<file path="config.mk">
export PLATFORM = sky130hd
export DESIGN_NAME = tdm_demux
export DESIGN_NICKNAME = d
export VERILOG_FILES = /design/src/rtl/tdm_pkg.sv /design/src/rtl/sipo_shift.sv /design/src/rtl/tdm_demux.sv
export SDC_FILE = /design/constraint.sdc
export NUM_CORES = 1
export LEC_CHECK = 0
export ABC_AREA = 1
export CORE_UTILIZATION = 50
export CTS_BUF_LIST = sky130_fd_sc_hd__clkbuf_8
export DETAILED_ROUTE_END_ITERATION = 12
export GPL_ROUTABILITY_DRIVEN = 0
export PLACE_DENSITY = 0.74
export SKIP_LAST_GASP = 1
export SLEW_MARGIN = 10
export SYNTH_ARGS = -nofsm -noshare
export SYNTH_HDL_FRONTEND = slang
export SYNTH_HIERARCHICAL = 1
export SYNTH_SLANG_ARGS = --single-unit
</file>
<file path="constraint.sdc">
create_clock -name clk -period 1.8 [get_ports clk]
set_input_delay 0.54 -clock clk [delete_from_list [all_inputs] [get_ports clk]]
set_output_delay 0.54 -clock clk [all_outputs]
set_load 0.02 [all_outputs]
</file>
<file path="src/rtl/tdm_pkg.sv">
// Shared definitions for the TDM serial demultiplexer.
//   - Default channel count and slot width.
//   - FSM state encoding: IDLE hunts for frame_sync, RECV deserialises a frame.
// Optional feature macro (consumed by tdm_demux): TDM_PARITY_EN.
package tdm_pkg;

  localparam int DEF_N_CH = 4;
  localparam int DEF_W    = 8;

  typedef enum logic {
    ST_IDLE = 1'b0,
    ST_RECV = 1'b1
  } tdm_state_e;

endpackage

</file>
<file path="src/rtl/sipo_shift.sv">
// W-bit serial-in parallel-out shift register, MSB first.
// A new bit enters at q[0]; after W enabled shifts q[W-1] holds the first bit.
// Ports:
//   clk, rst_n : system clock, asynchronous active-low reset
//   en         : shift sin in this cycle
//   clr        : synchronous clear, has priority over en
//   sin        : serial input bit
//   q          : parallel contents
module sipo_shift #(
  parameter int W = 8
) (
  input  logic         clk,
  input  logic         rst_n,
  input  logic         en,
  input  logic         clr,
  input  logic         sin,
  output logic [W-1:0] q
);

  always_ff @(posedge clk or negedge rst_n) begin
    if (!rst_n) begin
      q <= '0;
    end else if (clr) begin
      q <= '0;
    end else if (en) begin
      q <= {q[W-2:0], sin};
    end
  end

endmodule

</file>
<file path="src/rtl/tdm_demux.sv">
// Serial time-division demultiplexer (receive end of the TDM link).
// frame_sync (qualified by sdi_valid) marks the first bit of slot 0. Each slot
// of W bits (MSB first) is routed to channel register k, which holds until the
// same slot of a later frame completes.
// Handshake: there is no back-pressure. A line bit is consumed on every cycle
// where sdi_valid is high; when it is low, sdi and frame_sync are ignored and
// no state changes.
// Ports:
//   clk, rst_n  : system clock, asynchronous active-low reset
//   sdi         : serial data bit
//   sdi_valid   : sdi carries a line bit this cycle
//   frame_sync  : start of frame marker (slot 0, bit 0)
//   ch_data     : channel k at [k*W +: W]
//   ch_valid    : one-cycle pulse per channel update
//   frame_done  : one-cycle pulse together with the last channel's ch_valid
//   sync_err    : one-cycle pulse, frame_sync seen mid-frame
//   parity_err  : (TDM_PARITY_EN only) pulse with ch_valid on even-parity mismatch
// Optional feature macro: TDM_PARITY_EN -- each slot carries W data bits
// followed by one even-parity bit.
module tdm_demux
  import tdm_pkg::*;
#(
  parameter int N_CH = DEF_N_CH,
  parameter int W    = DEF_W
) (
  input  logic              clk,
  input  logic              rst_n,
  input  logic              sdi,
  input  logic              sdi_valid,
  input  logic              frame_sync,
  output logic [N_CH*W-1:0] ch_data,
  output logic [N_CH-1:0]   ch_valid,
  output logic              frame_done,
`ifdef TDM_PARITY_EN
  output logic              sync_err,
  output logic              parity_err
`else
  output logic              sync_err
`endif
);

`ifdef TDM_PARITY_EN
  localparam int SLOT_BITS = W + 1;
`else
  localparam int SLOT_BITS = W;
`endif
  localparam int BCW = $clog2(SLOT_BITS);
  localparam int SCW = $clog2(N_CH);

  localparam logic [BCW-1:0] LAST_BIT  = BCW'(SLOT_BITS - 1);
  localparam logic [SCW-1:0] LAST_SLOT = SCW'(N_CH - 1);

  tdm_state_e     state;
  logic [BCW-1:0] bit_cnt;   // index of the next line bit within its slot
  logic [SCW-1:0] slot_cnt;  // index of the slot currently being received

  logic [W-1:0] shift_q;
  logic [W-1:0] slot_word;
  logic         sync_bit;
  logic         data_bit;
  logic         shift_en;
  logic         shift_clr;

  // The sync bit is always slot 0 bit 0, independent of the counters.
  assign sync_bit = sdi_valid && frame_sync;

`ifdef TDM_PARITY_EN
  // The trailing parity bit is checked, never shifted in.
  assign data_bit  = bit_cnt < BCW'(W);
  // At the parity bit the shift register already holds all W data bits.
  assign slot_word = shift_q;
`else
  assign data_bit  = 1'b1;
  // The last data bit is sampled straight from the line so the channel
  // register updates on the same edge that samples it.
  assign slot_word = {shift_q[W-2:0], sdi};
  logic unused_msb;
  assign unused_msb = shift_q[W-1];
`endif

  assign shift_en  = sync_bit || (sdi_valid && state == ST_RECV && data_bit);
  // Keep the shifter clean while hunting so stale line noise never lingers.
  assign shift_clr = sdi_valid && !frame_sync && state == ST_IDLE;

  sipo_shift #(.W(W)) u_sipo (
    .clk   (clk),
    .rst_n (rst_n),
    .en    (shift_en),
    .clr   (shift_clr),
    .sin   (sdi),
    .q     (shift_q)
  );

  always_ff @(posedge clk or negedge rst_n) begin
    if (!rst_n) begin
      state      <= ST_IDLE;
      bit_cnt    <= '0;
      slot_cnt   <= '0;
      ch_data    <= '0;
      ch_valid   <= '0;
      frame_done <= 1'b0;
      sync_err   <= 1'b0;
`ifdef TDM_PARITY_EN
      parity_err <= 1'b0;
`endif
    end else begin
      ch_valid   <= '0;
      frame_done <= 1'b0;
      sync_err   <= 1'b0;
`ifdef TDM_PARITY_EN
      parity_err <= 1'b0;
`endif
      if (sdi_valid) begin
        if (frame_sync) begin
          // A sync inside a frame aborts the partial slot; completed channels
          // keep their values and this bit restarts the frame.
          if (state == ST_RECV && (bit_cnt != '0 || slot_cnt != '0)) begin
            sync_err <= 1'b1;
          end
          state    <= ST_RECV;
          bit_cnt  <= BCW'(1);
          slot_cnt <= '0;
        end else if (state == ST_RECV) begin
          if (bit_cnt == LAST_BIT) begin
            bit_cnt <= '0;
            for (int k = 0; k < N_CH; k++) begin
              if (slot_cnt == SCW'(k)) begin
                ch_data[k*W +: W] <= slot_word;
                ch_valid[k]       <= 1'b1;
              end
            end
`ifdef TDM_PARITY_EN
            // Even parity: data bits plus parity bit must have an even count of ones.
            parity_err <= ^{shift_q, sdi};
`endif
            if (slot_cnt == LAST_SLOT) begin
              slot_cnt   <= '0;
              frame_done <= 1'b1;
              state      <= ST_IDLE;
            end else begin
              slot_cnt <= slot_cnt + SCW'(1);
            end
          end else begin
            bit_cnt <= bit_cnt + BCW'(1);
          end
        end
      end
    end
  end

endmodule
</file>
==> metrics.cfg, run 1 <==
[run_status]
status=completed

[floorplanning]
start_util_pct=52.9
fp-row-count=23
pin_count=43
die_x_um=67.8
fp.dieArea_mm2=0.00459
core_area_mm2=0.00409
die_h_um=67.8

[grt]
gr-total-overflow=0
antenna_found_initial=0
grt_usage_pct=21.3
grt_pass1_wl_um=7080
grt_pass1_vias=1541
grt_max_degree=38

[critical_path]
start_kind=flip-flop
crit_path_max_fanout=1
cp.depth=1
path_cells=clkdlybuf4s50_1
end_kind=output pin
cp_data_required_time_ps=1260
worstSetupPathType=flip-flop to output pin
slowest_delay_ps=590
critPathTopFamily=buffers and inverters
cp.arrival_ps=1230
critPathSlowestCell=clkdlybuf4s50_1
worstRegToRegCells=7
critPathBufInv=1
rrSetupSlack_ps=260

[power_and_ir_drop]
finalPower_uw=2150
p_leak_uw=0.00169
max-vdd-ir-drop_uv=469
powerDensity_mw_per_mm2=766

[drt]
detail_route.first_pass.iterations=4
drc=0
vias=1675
detail_route.wl_per_cell_um=12.5
viasPerCell=4.83
routed_wl_um=4320
final_antenna_net_count=0
drt_iter0_markers=134

[sta]
period_needed_ps=1770
drv_slew=0
worst_slew_pin_slew_ps=398
fin_ws_ps=33.5
whs_ps=128
fin_skew_ps=7.29
finalSetupViolations=0
hold_viol_final=0
grt_setup_unrepaired=no
tns_ps=0
fmax_ghz=0.566
slew-limit-headroom_pct=73.2
min_period_over_period_pct=98.1

[clock_tree]
cts_root_buf=clkbuf_8
cts_buffer_depth=2
htree_levels=2
tritoncts=yes
clkTransAtPathRegs_ps=90
clock_latency_ps=300
numCtsBuffers=5
post-cts-setup-buffers=0
cts_sinks=50

[final_layout]
num-nets-final=309
fin_util_pct=68.7
drive_gt1_share_pct=12.8
fillers=344
multi_input_area_um2=841
antenna_cells=0
final-seq-area_mm2=0.00125
area_growth_pct=29.7

[placed_design]
portBuffers=42
hpwlAfterDp_um=3170
place_ws_ps=-111

[min_path]
hp-class=input port to asynchronous set/reset pin

[flow_run]
drv_cap=0

[yosys]
synth.avg_cell_area_um2=9.13
yosysWarnings=6
synthesis.nets=250
syn_area_mm2=0.00216
syn_inst=237

[power breakdown]
part / leakage, µW / total, µW / internal, µW / switching [µW]
combinational: 0.000960 / 213 / 84.4 / 128
clock: 0.0000478 / 697 / 317 / 380
sequential: 0.000681 / 1240 / 1180 / 65.8
total: 0.00169 / 2150 / 1580 / 574
[layout by cell type, fill, tap and decap left out]
| cell | n |
|---|---|
| clkinvlp_4 | 1 |
| buf_4 | 12 |
| clkbuf_8 | 6 |
| buf_12 | 2 |
| nor3_1 | 1 |
| buf_2 | 1 |
| dfrtp_1 | 50 |
| dlygate4sd2_1 | 32 |
| inv_2 | 4 |
| nand3_1 | 16 |
| nand2_1 | 126 |
| o21ai_0 | 2 |
| clkdlybuf4s50_1 | 5 |
| inv_6 | 1 |
| nor2_4 | 2 |
| dlymetal6s2s_1 | 4 |
| a21oi_1 | 1 |
| nand2_2 | 1 |
| inv_1 | 6 |
| nor2_8 | 1 |
| nor2_1 | 8 |
| nor2_2 | 3 |
| ha_1 | 8 |
| nand3_4 | 4 |
[per-stage QoR]
stage	instance area [µm²]	std cells
floorplan	2160	237
global placement	2740	339
detailed placement	2740	339
CTS	2800	347
global route	2810	347
finish	2810	347
[layer usage]
metal  global-route usage [%]  routed length [µm]  vias up
met5                        0                   0        -
met2                     32.8                1930       51
met3                     4.05                 239        7
met4                     7.81                  63        0
met1                     29.7                2090      756
li1                         -                   -      861
[area by class of cell]
| type | instances | area share [%] |
|---|---|---|
| clock buffers | 6 | 2.94 |
| clock inverters | 2 | 0.580 |
| inverters | 10 | 1.34 |
| multi-input cells | 173 | 30.0 |
| flip-flops and latches | 50 | 44.6 |
| well taps | 50 | 2.23 |
| repair buffers | 56 | 18.4 |
[what timing repair did]
| item | 4_1_cts | 5_1_grt |
|---|---|---|
| hold buffers | 0 | 0 |
| resized for setup | 32 | 4 |
| setup endpoints to repair | 32 | 4 |
[flip-flops by register name, summed over array words and instances (netlist names)]
register	cells
ch_data	32
ch_valid	4
u_sipo/q	7
bit_cnt	3
sync_err	1
state	1
slot_cnt	2
[path summary, 6_finish.rpt]
path	start	to
max	ch_valid[0]	ch_valid[0]
min in group clk	ch_data[14]	ch_data[14]
min reg2reg	ch_data[14]	ch_data[14]
max in group asynchronous	rst_n	u_sipo/q[3]
max reg2reg	bit_cnt[0]	ch_data[11]
min	rst_n	ch_valid[0]
No activity file was read; power rests on OpenSTA's default activity.
==> run 2, diff against run 1 <==
--- a/config.mk
+++ b/config.mk
@@ -5,12 +5,13 @@
 export SDC_FILE = /design/constraint.sdc
 export NUM_CORES = 1
 export LEC_CHECK = 0
-export ABC_AREA = 1
+export ABC_AREA = 0
 export CORE_UTILIZATION = 50
 export CTS_BUF_LIST = sky130_fd_sc_hd__clkbuf_8
 export DETAILED_ROUTE_END_ITERATION = 12
 export GPL_ROUTABILITY_DRIVEN = 0
-export PLACE_DENSITY = 0.74
+export HOLD_SLACK_MARGIN = 0.15
+export PLACE_DENSITY = 0.73
 export SKIP_LAST_GASP = 1
 export SLEW_MARGIN = 10
 export SYNTH_ARGS = -nofsm -noshare
==> run 2 against run 1 <==
Effect of this change: design area grew 2.1%; clock skew grew 3.0 ps; synthesized area grew 4.2%; combinational power grew 120%; register-to-register slack lost 190 ps; die area grew 4.1%; sequential power grew 9.7%; total power grew 22%; largest cell class unchanged; final cell count shrank 28%; clock power grew 13%; worst setup slack gained 8.9 ps.
==> metrics.cfg, run 2 <==
[run_status]
status=completed

[final_layout]
multi_input_area_um2=931  ; +11%
fillers=329  ; -4.4%
fin_util_pct=65.8  ; -2.9 points
antenna_cells=0  ; unchanged
final-seq-area_mm2=0.00125  ; unchanged
area_growth_pct=27.1
drive_gt1_share_pct=27.1  ; +14 points
reg.largest.list=ch_data: 32 flops, u_sipo/q: 7 flops, ch_valid: 4 flops
largest_register_ffs=32  ; unchanged
num-nets-final=211  ; -32%
layout_common_cells=dfrtp_1 (50), dlygate4sd2_1 (33), mux2_4 (32)
final_common_cell=dfrtp_1
fin_cells=251  ; -28%
top_register=ch_data

[flow_run]
drv_cap=0  ; unchanged

[drt]
drt_iter0_markers=53  ; -60%
routed_wl_um=4160  ; -3.8%
viasPerCell=5.17  ; +7.1%
top_layer=met4
drc=0  ; unchanged
final_antenna_net_count=0  ; unchanged
detail_route.first_pass.iterations=4  ; unchanged
wl_met2_um=2140  ; +11%
wl_met1_um=1800  ; -14%
vias=1298  ; -23%
route.met3.wl_um=148  ; -38%
detail_route.wl_per_cell_um=16.6  ; +33%

[critical_path]
cp.arrival_ps=1220  ; about the same
slowest_delay_ps=590  ; about the same
critPathTopFamily=buffers and inverters
path_cells=clkdlybuf4s50_1
start_kind=flip-flop
end_kind=output pin
worstSetupPathType=flip-flop to output pin
critPathBufInv=1  ; unchanged
crit_path_max_fanout=1  ; unchanged
critPathSlowestCell=clkdlybuf4s50_1
cp_data_required_time_ps=1260  ; about the same

[sta]
tns_ps=0  ; unchanged
worst_slew_pin_slew_ps=297  ; -101 ps
drv_slew=0  ; unchanged
min_period_over_period_pct=97.6  ; -0.49 points
finalSetupViolations=0  ; unchanged
fmax_ghz=0.569  ; +0.51%
slew-limit-headroom_pct=80.2  ; +7.0 points
fin_ws_ps=42.4  ; +8.90 ps
fin_skew_ps=10.3  ; +2.99 ps
grt_setup_unrepaired=no
hold_viol_final=0  ; unchanged
period_needed_ps=1760  ; -8.90 ps

[min_path]
hp-class=input port to asynchronous set/reset pin

[power_and_ir_drop]
max-vdd-ir-drop_uv=523  ; +12%
p_leak_uw=0.00168  ; -0.36%
powerDensity_mw_per_mm2=916  ; +19%

[clock_tree]
clkTransAtPathRegs_ps=100  ; about the same
tritoncts=yes
cts_buffer_depth=2  ; unchanged
clock_latency_ps=310  ; about the same
cts_sinks=50  ; unchanged
numCtsBuffers=5  ; unchanged
cts_root_buf=clkbuf_8
htree_levels=2  ; unchanged
post-cts-setup-buffers=0  ; unchanged
post_cts_resized=33  ; +3.1%
holdBufCountCts=0  ; unchanged

[floorplanning]
start_util_pct=51.8  ; -1.2 points
die_x_um=69.2  ; +2.0%
pin_count=43  ; unchanged
fp.dieArea_mm2=0.00478  ; +4.1%
die_h_um=69.2  ; +2.0%
fp-row-count=24  ; +4.3%
core_area_mm2=0.00435  ; +6.6%

[yosys]
synthesis.nets=161  ; -36%
syn_area_mm2=0.00225  ; +4.2%
synth.avg_cell_area_um2=15.2  ; +67%
yosysWarnings=6  ; unchanged
syn_inst=148  ; -38%

[grt]
grt_pass1_vias=1348  ; -13%
grt_pass1_wl_um=7070  ; -0.20%
gr-total-overflow=0  ; unchanged
grt_usage_pct=19.4  ; -1.9 points
antenna_found_initial=0  ; unchanged
grt_max_degree=51  ; +34%

[placed_design]
portBuffers=42  ; unchanged
hpwlAfterDp_um=2910  ; -8.4%
dp.cells=243  ; -28%
place_ws_ps=-194  ; -83.1 ps

run 2: cell count changes in the layout (fill, tap and decap cells not counted), sizes merged, moves of 5 or more:
| cell | change |
|---|---|
| nand2 | -119 |
| mux2i | +8 |
| nor2 | -6 |
| inv | -5 |
| nand3 | -17 |
| buf | -6 |
| mux2 | +32 |
run 2: path summary, 6_finish.rpt:
path                              from          end  slack, ps  cells past startpoint
max in group asynchronous        rst_n     sync_err       1370                      2
min in group clk           ch_data[30]  ch_data[30]        510                      1
setup reg to reg            bit_cnt[0]  ch_data[30]         70                      6
setup / recovery           ch_valid[1]  ch_valid[1]         40                      1
hold reg to reg            ch_data[30]  ch_data[30]        510                      1
hold / removal                   rst_n  ch_data[11]        210                      2
run 2: cell type report:
type | count | area share [%]
tap | 52 | 2.27
clock inverter | 3 | 1.57
clock buffer | 5 | 2.40
sequential | 50 | 43.7
timing repair buffer | 50 | 16.8
inverter | 6 | 0.786
multi-input combinational | 85 | 32.5
run 2: worst register-to-register path, delay by kind of cell (launching register included):
family	cells	cell delay [ps]
flip-flops	1	390
buffers and inverters	1	160
adder cells (fa/ha/maj)	2	380
multiplexers	1	320
AND/OR/NAND/NOR	2	360
run 2: power breakdown:
group          internal (µW)  switching (µW)  total (µW)  leakage [µW]
logic                    224             245         469      0.000962
registers               1240             124        1360      0.000670
clock network            413             378         791     0.0000504
run 2: layer usage:
metal | track usage [%] | vias to the layer above
li1 | - | 613
met5 | 0 | -
met4 | 7.94 | 0
met2 | 30.5 | 30
met1 | 25.5 | 649
met3 | 5.12 | 6
run 2: metrics by stage:
stage          area (µm²)  total power, µW  hold slack (ps)
3_3_place_gp         2780             1860              495
4_1_cts              2850             2660              202
5_1_grt              2870             2760              230
6_report             2870             2620              207
3_5_place_dp         2780             1890              498
2_1_floorplan        2250             1670              244
